## src/rtl/ahb_pkg.sv

```systemverilog
// ---------------------------------------------------------------------------
// ahb_pkg
//   Shared AHB-Lite encodings (HTRANS, HSIZE, HRESP) and the state encoding
//   used by the SRAM responder's data-phase FSM.
//   No ports: imported by ahb_size_decode and ahb_sram_responder.
// ---------------------------------------------------------------------------
package ahb_pkg;

  // HTRANS encodings. Only NONSEQ and SEQ start a transfer.
  localparam logic [1:0] HTRANS_IDLE   = 2'b00;
  localparam logic [1:0] HTRANS_BUSY   = 2'b01;
  localparam logic [1:0] HTRANS_NONSEQ = 2'b10;
  localparam logic [1:0] HTRANS_SEQ    = 2'b11;

  // HSIZE encodings. This slot only supports up to 32-bit transfers, so the
  // fourth code is treated as an illegal size and answered with ERROR.
  localparam logic [1:0] HSIZE_BYTE    = 2'b00;
  localparam logic [1:0] HSIZE_HALF    = 2'b01;
  localparam logic [1:0] HSIZE_WORD    = 2'b10;
  localparam logic [1:0] HSIZE_ILLEGAL = 2'b11;

  // HRESP encodings (AHB-Lite only uses OKAY and ERROR).
  localparam logic HRESP_OKAY  = 1'b0;
  localparam logic HRESP_ERROR = 1'b1;

  // Data-phase FSM states of the responder.
  typedef enum logic [2:0] {
    ST_IDLE,
    ST_WAIT,
    ST_WR,
    ST_RD,
    ST_RDV,
    ST_ERR1,
    ST_ERR2
  } state_t;

endpackage

```

## src/rtl/ahb_size_decode.sv

```systemverilog
// ---------------------------------------------------------------------------
// ahb_size_decode
//   Purely combinational decode of an AHB transfer size and the low address
//   bits into SRAM byte-lane enables and an alignment-error flag.
//   Ports:
//     hsize      in  2  AHB HSIZE of the address phase
//     addr_lo    in  2  HADDR[1:0] of the address phase
//     be         out 4  byte-lane enables for a 32-bit SRAM word
//     misaligned out 1  half on an odd address or word not on a 4-byte boundary
//   The illegal size code yields be=0 and misaligned=0; the top flags that
//   case separately.
// ---------------------------------------------------------------------------
module ahb_size_decode
  import ahb_pkg::*;
(
  input  logic [1:0] hsize,
  input  logic [1:0] addr_lo,
  output logic [3:0] be,
  output logic       misaligned
);

  always_comb begin
    be         = 4'b0000;
    misaligned = 1'b0;
    case (hsize)
      HSIZE_BYTE: begin
        be = 4'b0001 << addr_lo;
      end
      HSIZE_HALF: begin
        be         = addr_lo[1] ? 4'b1100 : 4'b0011;
        misaligned = addr_lo[0];
      end
      HSIZE_WORD: begin
        be         = 4'b1111;
        misaligned = (addr_lo != 2'b00);
      end
      default: begin
        be         = 4'b0000;
        misaligned = 1'b0;
      end
    endcase
  end

endmodule

```

## src/rtl/ahb_sram_responder.sv

```systemverilog
// ---------------------------------------------------------------------------
// ahb_sram_responder
//   AHB-Lite slave terminating one CoreAHB slave slot onto a single-port
//   synchronous SRAM. The address phase is decoded and registered; the data
//   phase is sequenced by a small FSM that inserts WAIT_STATES wait cycles,
//   drives the SRAM strobes, and answers illegal, misaligned or out-of-range
//   accesses with the two-cycle ERROR response.
//   Parameters:
//     ADDR_W       SRAM word-address width (region = 2^(ADDR_W+2) bytes)
//     MAP_W        decoded window width; any set bit in
//                  haddr[MAP_W-1:ADDR_W+2] makes the access out of range
//     WAIT_STATES  extra hreadyout=0 cycles per transfer, 0..15
//   Ports:
//     clk, rst                  clock, synchronous active-high reset
//     s_haddr/s_hsize/s_htrans/s_hwrite/s_hwdata/s_hready/s_hselx
//                               AHB-Lite slave inputs
//     s_hrdata/s_hresp/s_hreadyout
//                               AHB-Lite slave outputs
//     mem_en/mem_we/mem_be/mem_addr/mem_wdata
//                               SRAM strobes, byte enables, word address, data
//     mem_rdata                 SRAM read data, valid the cycle after a read strobe
// ---------------------------------------------------------------------------
module ahb_sram_responder
  import ahb_pkg::*;
#(
  parameter int ADDR_W      = 12,
  parameter int MAP_W       = 21,
  parameter int WAIT_STATES = 1
) (
  input  logic              clk,
  input  logic              rst,
  input  logic [31:0]       s_haddr,
  input  logic [1:0]        s_hsize,
  input  logic [1:0]        s_htrans,
  input  logic              s_hwrite,
  input  logic [31:0]       s_hwdata,
  input  logic              s_hready,
  input  logic              s_hselx,
  output logic [31:0]       s_hrdata,
  output logic              s_hresp,
  output logic              s_hreadyout,
  output logic              mem_en,
  output logic              mem_we,
  output logic [3:0]        mem_be,
  output logic [ADDR_W-1:0] mem_addr,
  output logic [31:0]       mem_wdata,
  input  logic [31:0]       mem_rdata
);

  // Value loaded into the wait counter on accept; the WAIT state is left when
  // the counter reads zero, so loading N-1 gives exactly N wait cycles.
  localparam logic [3:0] WAIT_LOAD = (WAIT_STATES > 0) ? 4'(WAIT_STATES - 1) : 4'd0;

  state_t            state;
  state_t            state_next;
  logic [3:0]        wait_cnt;
  logic [3:0]        wait_cnt_next;
  logic [ADDR_W-1:0] addr_q;
  logic [3:0]        be_q;
  logic              write_q;

  logic [3:0]        dec_be;
  logic              dec_misaligned;
  logic              out_of_range;
  logic              req_active;
  logic              req_err;

  logic              capture;
  logic              open_c;
  logic              ready_c;
  logic              resp_c;
  logic              strobe_c;
  logic              we_c;
  logic              rdata_sel;

  // Address bits above the decoded window are resolved by the interconnect
  // and HTRANS[0] only distinguishes IDLE/BUSY or NONSEQ/SEQ, which this
  // slave treats alike.
  logic              unused_bits;
  assign unused_bits = ^{s_haddr[31:MAP_W]};

  ahb_size_decode u_size_decode (
    .hsize      (s_hsize),
    .addr_lo    (s_haddr[1:0]),
    .be         (dec_be),
    .misaligned (dec_misaligned)
  );

  // Address-phase decode. Every incoming request is classified here; the FSM
  // only looks at it in states where it can take a new transfer.
  assign out_of_range = |s_haddr[MAP_W-1:ADDR_W+2];
  assign req_active   = s_hselx & s_hready &
                        ((s_htrans == HTRANS_NONSEQ) | (s_htrans == HTRANS_SEQ));
  assign req_err      = (s_hsize == HSIZE_ILLEGAL) | dec_misaligned | out_of_range;

  // State, wait counter and registered address phase. Reset drops any data
  // phase in progress; the captured address fields only change on accept.
  always_ff @(posedge clk) begin
    if (rst) begin
      state    <= ST_IDLE;
      wait_cnt <= 4'd0;
      addr_q   <= '0;
      be_q     <= 4'b0000;
      write_q  <= 1'b0;
    end else begin
      state    <= state_next;
      wait_cnt <= wait_cnt_next;
      if (capture) begin
        addr_q  <= s_haddr[ADDR_W+1:2];
        be_q    <= dec_be;
        write_q <= s_hwrite;
      end
    end
  end

  // Next-state and per-state outputs. open_c marks the states whose cycle
  // ends a data phase with hreadyout high; only there may a new address phase
  // be accepted, which is what makes back-to-back transfers dead-cycle free.
  always_comb begin
    state_next    = state;
    wait_cnt_next = wait_cnt;
    capture       = 1'b0;
    open_c        = 1'b0;
    ready_c       = 1'b1;
    resp_c        = 1'b0;
    strobe_c      = 1'b0;
    we_c          = 1'b0;
    rdata_sel     = 1'b0;

    case (state)
      ST_IDLE: begin
        open_c = 1'b1;
      end
      ST_WAIT: begin
        ready_c = 1'b0;
        if (wait_cnt == 4'd0) begin
          state_next = write_q ? ST_WR : ST_RD;
        end else begin
          wait_cnt_next = wait_cnt - 4'd1;
        end
      end
      ST_WR: begin
        strobe_c = 1'b1;
        we_c     = 1'b1;
        open_c   = 1'b1;
      end
      ST_RD: begin
        ready_c    = 1'b0;
        strobe_c   = 1'b1;
        state_next = ST_RDV;
      end
      ST_RDV: begin
        rdata_sel = 1'b1;
        open_c    = 1'b1;
      end
      ST_ERR1: begin
        ready_c    = 1'b0;
        resp_c     = 1'b1;
        state_next = ST_ERR2;
      end
      ST_ERR2: begin
        resp_c = 1'b1;
        open_c = 1'b1;
      end
      default: begin
        state_next = ST_IDLE;
      end
    endcase

    if (open_c) begin
      state_next = ST_IDLE;
      if (req_active) begin
        capture = 1'b1;
        if (req_err) begin
          state_next = ST_ERR1;
        end else if (WAIT_STATES == 0) begin
          state_next = s_hwrite ? ST_WR : ST_RD;
        end else begin
          state_next    = ST_WAIT;
          wait_cnt_next = WAIT_LOAD;
        end
      end
    end
  end

  // Outputs are forced to their idle values while reset is asserted so that
  // an aborted data phase can never strobe the SRAM or stall the bus.
  assign s_hreadyout = rst | ready_c;
  assign s_hresp     = (~rst & resp_c) ? HRESP_ERROR : HRESP_OKAY;
  assign s_hrdata    = (~rst & rdata_sel) ? mem_rdata : 32'h0000_0000;
  assign mem_en      = ~rst & strobe_c;
  assign mem_we      = ~rst & we_c;
  assign mem_be      = mem_en ? be_q : 4'b0000;
  assign mem_addr    = addr_q;
  assign mem_wdata   = s_hwdata;

endmodule

```

## config.mk

```make
export PLATFORM = sky130hd
export DESIGN_NAME = ahb_sram_responder
export DESIGN_NICKNAME = d
export VERILOG_FILES = /design/src/rtl/ahb_pkg.sv /design/src/rtl/ahb_size_decode.sv /design/src/rtl/ahb_sram_responder.sv
export SDC_FILE = /design/constraint.sdc
export NUM_CORES = 1
export LEC_CHECK = 0
export BUFFER_PORTS_ARGS = -buffer_cell sky130_fd_sc_hd__buf_2
export CAP_MARGIN = 20
export CORE_AREA = 2 2 73 75
export DETAILED_ROUTE_END_ITERATION = 10
export DIE_AREA = 0 0 75 77
export GPL_TIMING_DRIVEN = 1
export PLACE_DENSITY = 0.78
export SETUP_SLACK_MARGIN = 0.02
export SLEW_MARGIN = 0
export SYNTH_ARGS = -nofsm -noshare
export SYNTH_HDL_FRONTEND = slang
export SYNTH_SLANG_ARGS = --single-unit
```

## constraint.sdc

```tcl
create_clock -name clk -period 2.76 [get_ports clk]
set_clock_uncertainty 0.2 [all_clocks]
set_input_delay 0.552 -clock clk [delete_from_list [all_inputs] [get_ports clk]]
set_output_delay 0.552 -clock clk [all_outputs]
set_load 0.05 [all_outputs]
```

==> results of run 1 <==
[flip-flops by register name (all words and copies together), names as in the netlist]
register	count
wait_cnt	4
write_q	1
mem_addr	12
state	3
be_q	4
[cells by family (layout without fill, tap and decap cells)]
family | Yosys count | after routing | synth area share, %
adders and majority gates | 5 | 5 | 3.81
and+or+nand+nor | 95 | 95 | 32.7
buffers and inverters | 49 | 125 | 19.8
AOI/OAI and AO/OA | 34 | 34 | 12.1
DFF | 24 | 24 | 29.3
muxes | 1 | 1 | 0.610
xor gates and xnor gates | 3 | 3 | 1.60
[path summary, 6_finish.rpt]
check / depth (start not counted) / end / start / slack, ns
max: 7 / s_hrdata[30] / rst / 0.28
min: 2 / be_q[0] / be_q[0] / 0.25
max reg2reg: 4 / wait_cnt[1] / state[0] / 1.04
min reg2reg: 2 / be_q[0] / be_q[0] / 0.25
[cells in the mapped netlist (2+ instances only)]
master and number:
buf_2 2, nor2b_1 3, ha_1 5, xnor2_1 2
clkbuf_1 5, nand2_1 38, nor4_1 2, dfxtp_1 24
buf_4 33, and2_1 36, inv_1 7, o21ai_0 6
buf_6 2, a21oi_1 21, nor2_1 3
[final cells by class]
cell class	count	area, sq um	share of cell area (%)
clock buffers	3	41.3	1.97
clock inverters	1	30.0	1.43
inverters	7	26.3	1.25
multi-input cells	138	840	40.1
flip-flops and latches	24	480	22.9
well taps	70	87.6	4.18
repair buffers	114	591	28.2
[worst register-to-register path: cells and delay by family (launching register included)]
family,cells,cell delay (ns)
simple gates,2,0.49
compound gates,1,0.29
mux,1,0.18
flops,1,0.50
[power groups by stage]
| stage | Sequential, mW | Combinational [mW] | Clock, mW |
|---|---|---|---|
| 2_1_floorplan | 0.389 | 0.201 | 0 |
| 3_3_place_gp | 0.371 | 0.155 | 0 |
| 3_5_place_dp | 0.372 | 0.157 | 0 |
| 4_1_cts | 0.364 | 0.158 | 0.316 |
| 5_1_grt | 0.365 | 0.171 | 0.329 |
| 6_report | 0.363 | 0.157 | 0.310 |
[per-stage QoR]
step                worst slack (ns)  area (sq um)  hold WS, ns  power [mW]
floorplan                      0.174          1650        0.227       0.590
global placement               0.272          2020        0.235       0.526
detailed placement             0.258          2020        0.245       0.529
CTS                            0.257          2100        0.257       0.838
global route                   0.108          2100        0.268       0.865
finish                         0.280          2100        0.250       0.830
[metal layers]
| layer | vias to the layer above | track usage [%] | part of all wire [%] |
|---|---|---|---|
| met1 | 717 | 15.0 | 37 |
| met2 | 94 | 26.6 | 50 |
| met3 | 18 | 5.12 | 12 |
| met4 | 0 | 2.68 | 1.4 |
| met5 | - | 0 | 0 |
| li1 | 797 | - | - |
==> impl_results.md, run 1 <==
* Status: complete, no violations
* Count of different cell masters after synthesis at 37
* # rows at 26
* CTS tree: yes
* Filler Cell Count at 518
* Setup TNS at 0 ns
* Number of buffers created by CTS at 3
* Share of the synthesized area in the top cell type at 29.3%
* Period minus WS final at 2.48 ns
* Power share of the combinational group at 18.9%
* Top cell by count, worst path: buf_2
* DRT Pass-1 Iters at 4
* Sw Share at 26.4%
* Crit-path slowest cell: buf_4
* Drt initial violations at 35
* Most common cell after layout, fill and taps aside: buf_2
* Clock network power share at 37.3%
* I/O pins at 189
* Internal power at 0.611 mW
* Gate Count Post-Synth at 211
* Largest net degree at the start of global routing at 33
* Core area at 4980 sq um
* Finished Layout Cells at 357
* RSZ-0062 raised after global routing: false
* Worst Tran Pin Value at 0.384 ns
* Critical path class: in -> out
* CP Cell Sequence: buf_2 > inv_1 > nand2_1 > nor3_2 > buf_4 > and2_1 > buf_2
* Fin. Hold Viols at 0
* Yosys top cell by area: dfxtp_1
* Crit path max-delay family: buffers and inverters
* Grt ovf at 0
* Vias in the first global route at 1503
* FMAX at 403 MHz
* Final period util at 89.8%
* Worst Path Arrival at 1.73 ns
* Die area at 5780 sq um
* H-Tree Depth at 1
* Initial Util at 33.0%
* Setup repair bufs after CTS at 0
* CP bufs+invs at 4
* GRT Total Usage at 14.3%
* Port Buffer Count at 112
* Max cap viols at 0
* Most frequent cells in the layout: buf_2, nand2_1, and2_1, dfxtp_1, a21oi_1
* Synth Area per Inst at 7.77 sq um
* Cts hold-fix bufs at 0
* Final Max Slew Viols at 0
* Mapped Area at 1640 sq um
* Finished Core Util at 42.1%
* Sequential fraction of the synthesis area at 29.3%
* Clk sinks at 24
* Later-pin clock latency in the skew report at 0.27 ns
* N_diodes at 0
* Area growth syn-to-layout at 27.8%
* Routed vias/inst at 4.55
* # setup viols final at 0
* Avg WL per Cell at 12.4 um
* Predominant post-synthesis flop cell: dfxtp_1
* Ys async rst share at 0%
* Normalized max-slew margin at 74.3%
* Vert. Die Dim at 77 um
* Final RePlAce weighted congestion at 0.702
* Synthesized net count at 321
* First-pass GRT wire length at 6640 um
* Yosys reg bits at 24
* Crit start category: input pin
* Die W at 75 um
* Initial antenna violation count at 0
* Max Root-Sink Buffers at 2
* Detailed-route via count at 1626
* PostCTS Resize Cnt at 0
* Synth area leaders: dfxtp_1, buf_4, and2_1, nand2_1, a21oi_1
* Share of layout cells above drive strength 1 at 45.3%
* Max incr delay on CP at 0.26 ns
* Yosys warns at 0
* Reg clk slew, reported paths at 0.09 ns
* Detailed-route DRC error count at 0
* Post-Route WL at 4430 um
* Worst Setup End Kind: output pin
* Root buf cell: clkbuf_8
* Final nets at 398
* Power per Cell Area at 396 nW/um^2
* Static Leak at 1.08 nW
* HPWL Detailed at 3580 um
* Worst IR Drop VDD at 0.000310 V
* Placed Cells at 353
* Reg power frac at 43.8%
* WP data required at 2.01 ns
* Post-synth EDFFs at 0
* Net Switching at 0.219 mW
* Detail Route Antenna Nets at 0
* HP Class: reg -> reg
* Max FO, Critical Path at 32
No activity file was read; power rests on OpenSTA's default activity.
==> inputs of run 2 (changes only) <==
PLACE_DENSITY = 0.84   (was 0.78)
SETUP_SLACK_MARGIN = 0.5   (was 0.02)
==> impl_results.md, run 2 (synthesis results as in run 1) <==
* Most common cell after layout, fill and taps aside: buf_2
* # rows at 26 (unchanged)
* Max cap viols at 0 (unchanged)
* Power per Cell Area at 357 nW/um^2 (-10%)
* N_diodes at 0 (unchanged)
* Max reg flops at 12 (unchanged)
* Detailed-route DRC error count at 0 (unchanged)
* First-pass GRT wire length at 6490 um (-2.3%)
* Final nets at 401 (+0.75%)
* Most frequent cells in the layout: buf_2, nand2_1, and2_2, buf_4
* Normalized max-slew margin at 70.7% (-3.6 points)
* RSZ-0062 raised after global routing: true
* Final Max Slew Viols at 0 (unchanged)
* Reg2reg setup slack at 1.05 ns (about the same)
* Crit path launch: rst
* Max FO, Critical Path at 16 (-50%)
* Worst Tran Pin Value at 0.437 ns (+0.0525 ns)
* Net Switching at 0.220 mW (+0.55%)
* Avg WL per Cell at 12.8 um (+3.2%)
* Crit start category: input pin
* Routed vias/inst at 4.50 (-1.2%)
* Final RePlAce weighted congestion at 0.668 (-4.8%)
* GRT Total Usage at 14.0% (-0.32 points)
* FMAX at 435 MHz (+7.9%)
* Max Root-Sink Buffers at 2 (unchanged)
* Reg2Reg Depth at 3 (-1)
* HP Class: reg -> reg
* Reg clk slew, reported paths at 0.08 ns (about the same)
* Detailed-route via count at 1620 (-0.37%)
* Worst Setup End Kind: output pin
* Critical path class: in -> out
* Die area at 5780 sq um (unchanged)
* Sw Share at 26.2% (-0.16 points)
* Port Buffer Count at 112 (unchanged)
* Grt ovf at 0 (unchanged)
* Worst Path Arrival at 1.55 ns (-0.18 ns)
* Cells on Worst Hold Path at 2 (unchanged)
* H-Tree Depth at 1 (unchanged)
* Largest net degree at the start of global routing at 33 (unchanged)
* I/O pins at 189 (unchanged)
* Filler Cell Count at 498 (-3.9%)
* Fin. Hold Viols at 0 (unchanged)
* HPWL Detailed at 3430 um (-4.3%)
* Detail Route Antenna Nets at 0 (unchanged)
* Initial Util at 33.0% (unchanged)
* Later-pin clock latency in the skew report at 0.27 ns (about the same)
* Number of buffers created by CTS at 3 (unchanged)
* Clk sinks at 24 (unchanged)
* Reg power frac at 43.4% (-0.4 points)
* Internal power at 0.620 mW (+1.4%)
* Period minus WS final at 2.30 ns (-0.182 ns)
* Status: complete, no violations
* Worst Setup EP: s_hrdata[14]
* DRT Pass-1 Iters at 4 (unchanged)
* Area growth syn-to-layout at 43.6%
* Worst r2r src: state[0]
* Reg2Reg Capture Point: wait_cnt[0]
* Worst IR Drop VDD at 0.000388 V (+25%)
* CTS tree: yes
* WP data required at 2.01 ns (about the same)
* Root buf cell: clkbuf_8
* Die W at 75 um (unchanged)
* Power share of the combinational group at 20.0% (+1.1 points)
* Initial antenna violation count at 0 (unchanged)
* Cts hold-fix bufs at 0 (unchanged)
* Static Leak at 1.14 nW (+5.4%)
* Share of layout cells above drive strength 1 at 59.3% (+14 points)
* # setup viols final at 0 (unchanged)
* Core area at 4980 sq um (unchanged)
* Drt initial violations at 38 (+8.6%)
* Finished Core Util at 47.3% (+5.2 points)
* Post-Route WL at 4610 um (+4.0%)
* Setup TNS at 0 ns (unchanged)
* Vias in the first global route at 1507 (+0.27%)
* Clock network power share at 36.7% (-0.6 points)
* Vert. Die Dim at 77 um (unchanged)
* Final period util at 83.2% (-6.6 points)
[run 2: cell types whose count changed in the layout (fill, tap and decap cells not counted), moves of 2 or more]
cell	before	now
and2_1	36	2
and2_2	0	32
and2_4	0	2
buf_2	111	73
buf_4	2	24
buf_6	0	16
buf_8	0	3
dfxtp_1	24	21
dfxtp_2	0	2
[run 2: area by class of cell]
cell class | count | area (sq um) | area share, %
multi-input combinational | 138 | 905 | 38.4
timing repair buffer | 117 | 778 | 33.0
sequential | 24 | 487 | 20.7
tap | 70 | 87.6 | 3.72
clock buffer | 3 | 41.3 | 1.75
clock inverter | 1 | 30.0 | 1.28
inverter | 7 | 26.3 | 1.12
[run 2: how the worst min path moves through the flow]
| stage | start | endpoint |
|---|---|---|
| after global placement | be_q[1] | be_q[1] |
| final | mem_addr[1] | mem_addr[1] |
| after floorplan | be_q[0] | be_q[0] |
| after global routing | be_q[1] | be_q[1] |
| after CTS | mem_addr[1] | mem_addr[1] |
| after detailed placement | mem_addr[1] | mem_addr[1] |
[run 2: per-stage QoR]
| stage | instance area (sq um) | setup slack, ns | power (mW) | hold WS, ns | std cells |
|---|---|---|---|---|---|
| floorplan | 1690 | 0.501 | 0.592 | 0.227 | 211 |
| global placement | 2060 | 0.374 | 0.526 | 0.237 | 353 |
| detailed placement | 2060 | 0.356 | 0.530 | 0.243 | 353 |
| CTS | 2250 | 0.465 | 0.844 | 0.255 | 357 |
| global route | 2350 | 0.393 | 0.881 | 0.283 | 360 |
| finish | 2350 | 0.462 | 0.840 | 0.256 | 360 |
[run 2: worst max-delay path, cell delays in order]
cell	delay (ns)
buf_6	0.09
inv_2	0.08
nand2_4	0.06
nor3_4	0.22
buf_6	0.19
and2_2	0.15
buf_4	0.19
[run 2: per-layer routing]
metal | wire (um) | part of all wire (%) | up-vias | global-route usage [%]
met1 | 1710 | 37 | 726 | 13.4
met3 | 435 | 9.4 | 4 | 3.55
li1 | - | - | 808 | -
met2 | 2450 | 53 | 82 | 28.6
met5 | 0 | 0 | - | 0
met4 | 10 | 0.22 | 0 | 1.96
[run 2: what timing repair did]
| item | in CTS | in global routing |
|---|---|---|
| setup buffers | 0 | 1 |
| endpoints found under the setup margin | 37 | 38 |
| resized for setup | 44 | 30 |
| pin swaps | 1 | 2 |
| cloned | 0 | 2 |
| endpoints found under the hold margin | 0 | 0 |
[run 2: power groups by stage]
stage / clock, mW / combinational [mW] / sequential, mW
after global routing: 0.333 / 0.182 / 0.366
after global placement: 0 / 0.155 / 0.372
after CTS: 0.317 / 0.163 / 0.364
final: 0.308 / 0.168 / 0.364
after floorplan: 0 / 0.203 / 0.390
after detailed placement: 0 / 0.158 / 0.372
